--- src/rtl/alu_mul_seq.sv ---
// alu_mul_seq: iterative unsigned shift-add multiplier beside the ALU stage.
// Accepts one request at a time, retires STEP_BITS multiplier bits per RUN
// cycle and holds a writeback-ready result (low half + overflow) in DONE.
// Optional macro MUL_EARLY_OUT_EN: leave RUN as soon as the remaining
// multiplier bits are all zero.
module alu_mul_seq #(
    parameter int DATA_W    = 32,
    parameter int ID_W      = 3,
    parameter int STEP_BITS = 1
) (
    input  logic              clock,
    input  logic              reset,
    input  logic              flush,
    input  logic              req_valid,
    output logic              req_ready,
    input  logic [ID_W-1:0]   req_instr_id,
    input  logic [4:0]        req_rd,
    input  logic [DATA_W-1:0] req_src1,
    input  logic [DATA_W-1:0] req_src2,
    output logic              resp_valid,
    input  logic              resp_ready,
    output logic [ID_W-1:0]   resp_instr_id,
    output logic [4:0]        resp_rd,
    output logic [DATA_W-1:0] resp_data,
    output logic              resp_ovf,
    output logic              busy
);

    localparam int STEPS = DATA_W / STEP_BITS;
    localparam int PW    = 2 * DATA_W;
    localparam int CNT_W = (STEPS > 1) ? $clog2(STEPS) : 1;

    typedef enum logic [1:0] {
        IDLE,
        RUN,
        DONE
    } state_t;

    state_t            state, state_nxt;
    logic [PW-1:0]     mcand;
    logic [DATA_W-1:0] mplier;
    logic [PW-1:0]     acc;
    logic [CNT_W-1:0]  count;
    logic [ID_W-1:0]   id_q;
    logic [4:0]        rd_q;

    logic [PW-1:0]     pp;
    logic [DATA_W-1:0] mplier_shr;
    logic              last_step;
    logic              run_end;
    logic              accept;

    // Partial product of the current multiplier digit, kept at full product width.
    assign pp         = mcand * PW'(mplier[STEP_BITS-1:0]);
    assign mplier_shr = mplier >> STEP_BITS;
    assign last_step  = (count == CNT_W'(STEPS - 1));
    assign accept     = (state == IDLE) && req_valid && !flush;

`ifdef MUL_EARLY_OUT_EN
    // Once no multiplier bits remain, further steps would only add zero.
    assign run_end = last_step || (mplier_shr == '0);
`else
    assign run_end = last_step;
`endif

    // State register.
    always_ff @(posedge clock or negedge reset) begin
        if (!reset) state <= IDLE;
        else        state <= state_nxt;
    end

    // Next-state logic; flush overrides every other transition.
    always_comb begin
        state_nxt = state;
        case (state)
            IDLE:    if (req_valid)  state_nxt = RUN;
            RUN:     if (run_end)    state_nxt = DONE;
            DONE:    if (resp_ready) state_nxt = IDLE;
            default:                 state_nxt = IDLE;
        endcase
        if (flush) state_nxt = IDLE;
    end

    // Operand capture on accept, then one shift-add step per RUN cycle.
    always_ff @(posedge clock or negedge reset) begin
        if (!reset) begin
            mcand  <= '0;
            mplier <= '0;
            acc    <= '0;
            count  <= '0;
            id_q   <= '0;
            rd_q   <= '0;
        end else if (accept) begin
            mcand  <= {{DATA_W{1'b0}}, req_src1};
            mplier <= req_src2;
            acc    <= '0;
            count  <= '0;
            id_q   <= req_instr_id;
            rd_q   <= req_rd;
        end else if (state == RUN) begin
            acc    <= acc + pp;
            mcand  <= mcand << STEP_BITS;
            mplier <= mplier_shr;
            count  <= count + CNT_W'(1);
        end
    end

    // Handshake flags decode straight from the registered state, so there is
    // no req_valid -> req_ready path and no accept in the DONE->IDLE cycle.
    assign req_ready     = (state == IDLE);
    assign busy          = (state != IDLE);
    assign resp_valid    = (state == DONE);
    assign resp_instr_id = id_q;
    assign resp_rd       = rd_q;
    assign resp_data     = acc[DATA_W-1:0];
    assign resp_ovf      = |acc[PW-1:DATA_W];

endmodule

--- config.mk ---
export PLATFORM = sky130hd
export DESIGN_NAME = alu_mul_seq
export DESIGN_NICKNAME = d
export VERILOG_FILES = /design/src/rtl/alu_mul_seq.sv
export SDC_FILE = /design/constraint.sdc
export NUM_CORES = 1
export LEC_CHECK = 0
export BUFFER_PORTS_ARGS = -buffer_cell sky130_fd_sc_hd__buf_4
export CAP_MARGIN = 10
export CORE_ASPECT_RATIO = 2
export CORE_UTILIZATION = 54
export CTS_CLUSTER_SIZE = 28
export DETAILED_ROUTE_END_ITERATION = 10
export MAX_ROUTING_LAYER = met4
export PLACE_DENSITY = 0.83
export SYNTH_ARGS = -nofsm -noshare
export SYNTH_HDL_FRONTEND = slang
export SYNTH_SLANG_ARGS = --single-unit
--- constraint.sdc ---
create_clock -name clock -period 3.5 [get_ports clock]
set_input_delay 0.175 -clock clock [delete_from_list [all_inputs] [get_ports clock]]
set_output_delay 0.175 -clock clock [all_outputs]
set_load 0.005 [all_outputs]
==> impl_results.md <==
* Leakage power at 6.74 nW
* CP Launch Type: flop
* Drt pass-1 iters at 5
* Netlist cell types at 77
* Crit Path Max Fanout at 17
* Status: complete, no violations
* Period Utilization, post-route at 98.2%
* Critical path endpoint category: flop
* Area contributors post-synth: dfrtp_1 38%, nand2_1 10%, ha_1 7.1%, o21ai_0 4.2%, a22oi_1 4.1%
* Clock Skews at 0.0112 ns
* Top cell type's share of synthesized area at 38.4%
* Final worst setup slack at 0.0641 ns
* Synth area leader: dfrtp_1
* First-pass GRT wire length at 56700 um
* I/O pin cnt at 121
* Number of synthesized flops with an enable pin at 0
* Vias in the first global route at 11500
* Register area share after synthesis at 38.4%
* Clock buffer depth at 2
* Initial antenna violation count at 0
* Most frequently used flop master after synthesis: dfrtp_1
* Port bufs at 120
* Setup violators final at 0
* Relative slew slack at 42.1%
* Worst hold path class: in2reg
* GRT overflow at 0
* Nets at 1670
* Initial cell density of the core at 55.4%
* Area of the die at 21700 um^2
* CP required at 3.84 ns
* Tot GR Track Use at 34.3%
* Power Density at 554 nW/um^2
* Ant. Diodes at 0
* Area growth syn-to-layout at 26.3%
* Layout cells sized above 1 at 19.8%
* Final HPWL from detailed placement at 24000 um
* Cells after synthesis at 1348
* Clock slew at reported path FFs at 0.07 ns
* Worst vdd ir at 558 uV
* DRC viols at 0
* CP arrival at 3.78 ns
* FP Rows at 74
* Aggregate routed wire length at 35600 um
* Synthesis Warnings at 0
* Final hold violations at 0
* Final Util at 70.0%
* Worst-margin pin slew at 0.869 ns
* Synth Register Bits at 175
* DR vias at 10900
* Core area at 20600 um^2
* Detailed router's first-iteration violation count at 638
* Avg Vias per Cell at 6.05
* Die W at 105 um
* Syn_nets at 1491
* DR WL/cell at 19.7 um
* Root Driver: clkbuf_16
* Htree depth at 4
* CTS tree: done
* CTS buffer count at 17
* Clk_lat worst skew at 0.46 ns
* Syn avg cell area at 8.45 um^2
* Die Height at 207 um
* Fin crit period at 3.44 ns
* Clk sinks at 175
* Crit Path Class: reg2reg
* Gpl congestion at 1.01
* Post-DRT Antenna Nets at 0
* Pre-CTS WS at -0.110 ns
* Largest net degree at the start of global routing at 136
* Max Slew Vio Count at 0
* Fraction of registers with async set/reset at 100%
* Post-synthesis instance area at 11400 um^2
* Fillcell total at 1536
* RSZ-0062 raised after global routing: yes
* Fmax at 0.291 GHz
* Number of max-cap violations at 0
[area by class of cell]
| class | instances | area (um^2) | area share (%) |
|---|---|---|---|
| Multi-Input combinational cell | 1046 | 6710 | 46.6 |
| Sequential cell | 175 | 4380 | 30.4 |
| Timing Repair Buffer | 273 | 2280 | 15.8 |
| Clock buffer | 20 | 447 | 3.10 |
| Tap cell | 266 | 333 | 2.31 |
| Clock inverter | 12 | 191 | 1.33 |
| Inverter | 14 | 52.6 | 0.365 |
[path summary, 6_finish.rpt]
path,startpoint,to,slack [ns],depth (start not counted)
max in group asynchronous,reset,acc[23],2.04,3
max reg2reg,mplier[0],acc[62],0.06,13
max,mplier[0],acc[62],0.06,13
min reg2reg,mplier[23],mplier[23],0.48,2
min in group asynchronous,reset,resp_rd[3],0.33,2
min,req_valid,state[0],0.05,3
[sequential cells by signal, summed over array words and instances, names as in the netlist]
register and flops:
state 2, resp_rd 5, acc 64, resp_instr_id 3, count 5, mcand 64, mplier 32
[kinds of logic after synthesis]
family	after synthesis	share of synthesized area [%]
AND/OR/NAND/NOR	521	20.5
AO/OA/AOI/OAI	395	23.2
flip-flops	175	38.4
buffers and inverters	127	5.40
adder cells (fa/ha/maj)	66	7.31
XOR/XNOR	54	4.15
multiplexers	10	0.966
[what timing repair did]
item,CTS,global route
setup buffers,0,3
hold buffers,73,0
hold endpoints to repair,162,0
endpoints found under the setup margin,3,23
gates cloned,0,0
gates resized for setup,3,47
pin swaps,0,30
[stage by stage]
stage	hold WS (ns)	cell area (um^2)	setup TNS, ns	total power [mW]	std cells
4_1_cts	0.0305	14100	-0.0511	7.77	1803
6_report	0.0520	14400	0	7.97	1806
5_1_grt	0.0716	14400	-0.318	8.37	1806
3_5_place_dp	0.296	12700	-0.205	5.59	1698
3_3_place_gp	0.293	12700	-0.198	5.53	1698
2_1_floorplan	-0.121	11400	0	4.59	1348
[where the power goes]
group	total (mW)	leakage, nW	internal (mW)	switching, mW
Sequential	2.88	2.29	2.45	0.427
Combinational	2.99	4.14	1.40	1.58
Clock	2.10	0.309	1.23	0.872
Total	7.97	6.74	5.09	2.88
[cell usage in the layout, fill, tap and decap left out, drive strengths merged, types with 11 or more instances in the layout]
cell         instances
buf                200
a211oi              12
o21ai              109
inv                 20
a21oi               67
dfrtp              175
o21bai              14
ha                  65
nand2              316
clkbuf              20
a21o                40
a22oi               62
o22ai               23
nor3                11
xor2                23
xnor2               31
nand4               22
and2                64
dlygate4sd3         73
nor2                52
[critical path: stages, from the launching register on]
cell     delay (ns)
dfrtp_2        0.45
buf_6          0.16
buf_4          0.19
and2_1         0.20
ha_1           0.38
nand2_1        0.17
nor2_1         0.08
nor2_1         0.26
o21ai_0        0.16
a221o_1        0.44
a221o_1        0.35
a41oi_1        0.21
mux2i_1        0.21
nand2_1        0.06
[synthesized netlist by cell type, types with 4 or more instances]
master and n:
xor2_1 23, nand3_1 8, nor2b_1 9, xnor2_1 31, and3_1 7, nor3_1 11
o21bai_1 13, dfrtp_1 175, buf_2 14, a21o_1 39, nand2_1 316, or3_1 5
a41oi_1 4, o31ai_1 9, a22oi_1 62, ha_1 65, nor3b_1 6, a21oi_1 65
o21a_1 6, and2_1 64, clkbuf_1 62, o22ai_1 23, inv_1 14, o21ai_2 4
buf_1 4, nor2_1 52, nor4_1 10, o21ai_0 96, o21ai_1 9, a31oi_1 9
a221oi_1 4, nand4_1 22, a211oi_1 10, buf_4 32, mux2_2 8
[layer usage]
layer	GRT usage, %	wire [um]	up-vias
met3	4.62	1270	161
met1	31.7	12100	5301
met2	62.8	19500	367
met4	26.2	2730	0
li1	-	-	5097
met5	-	0	-
(Power assumes the default switching activity.)
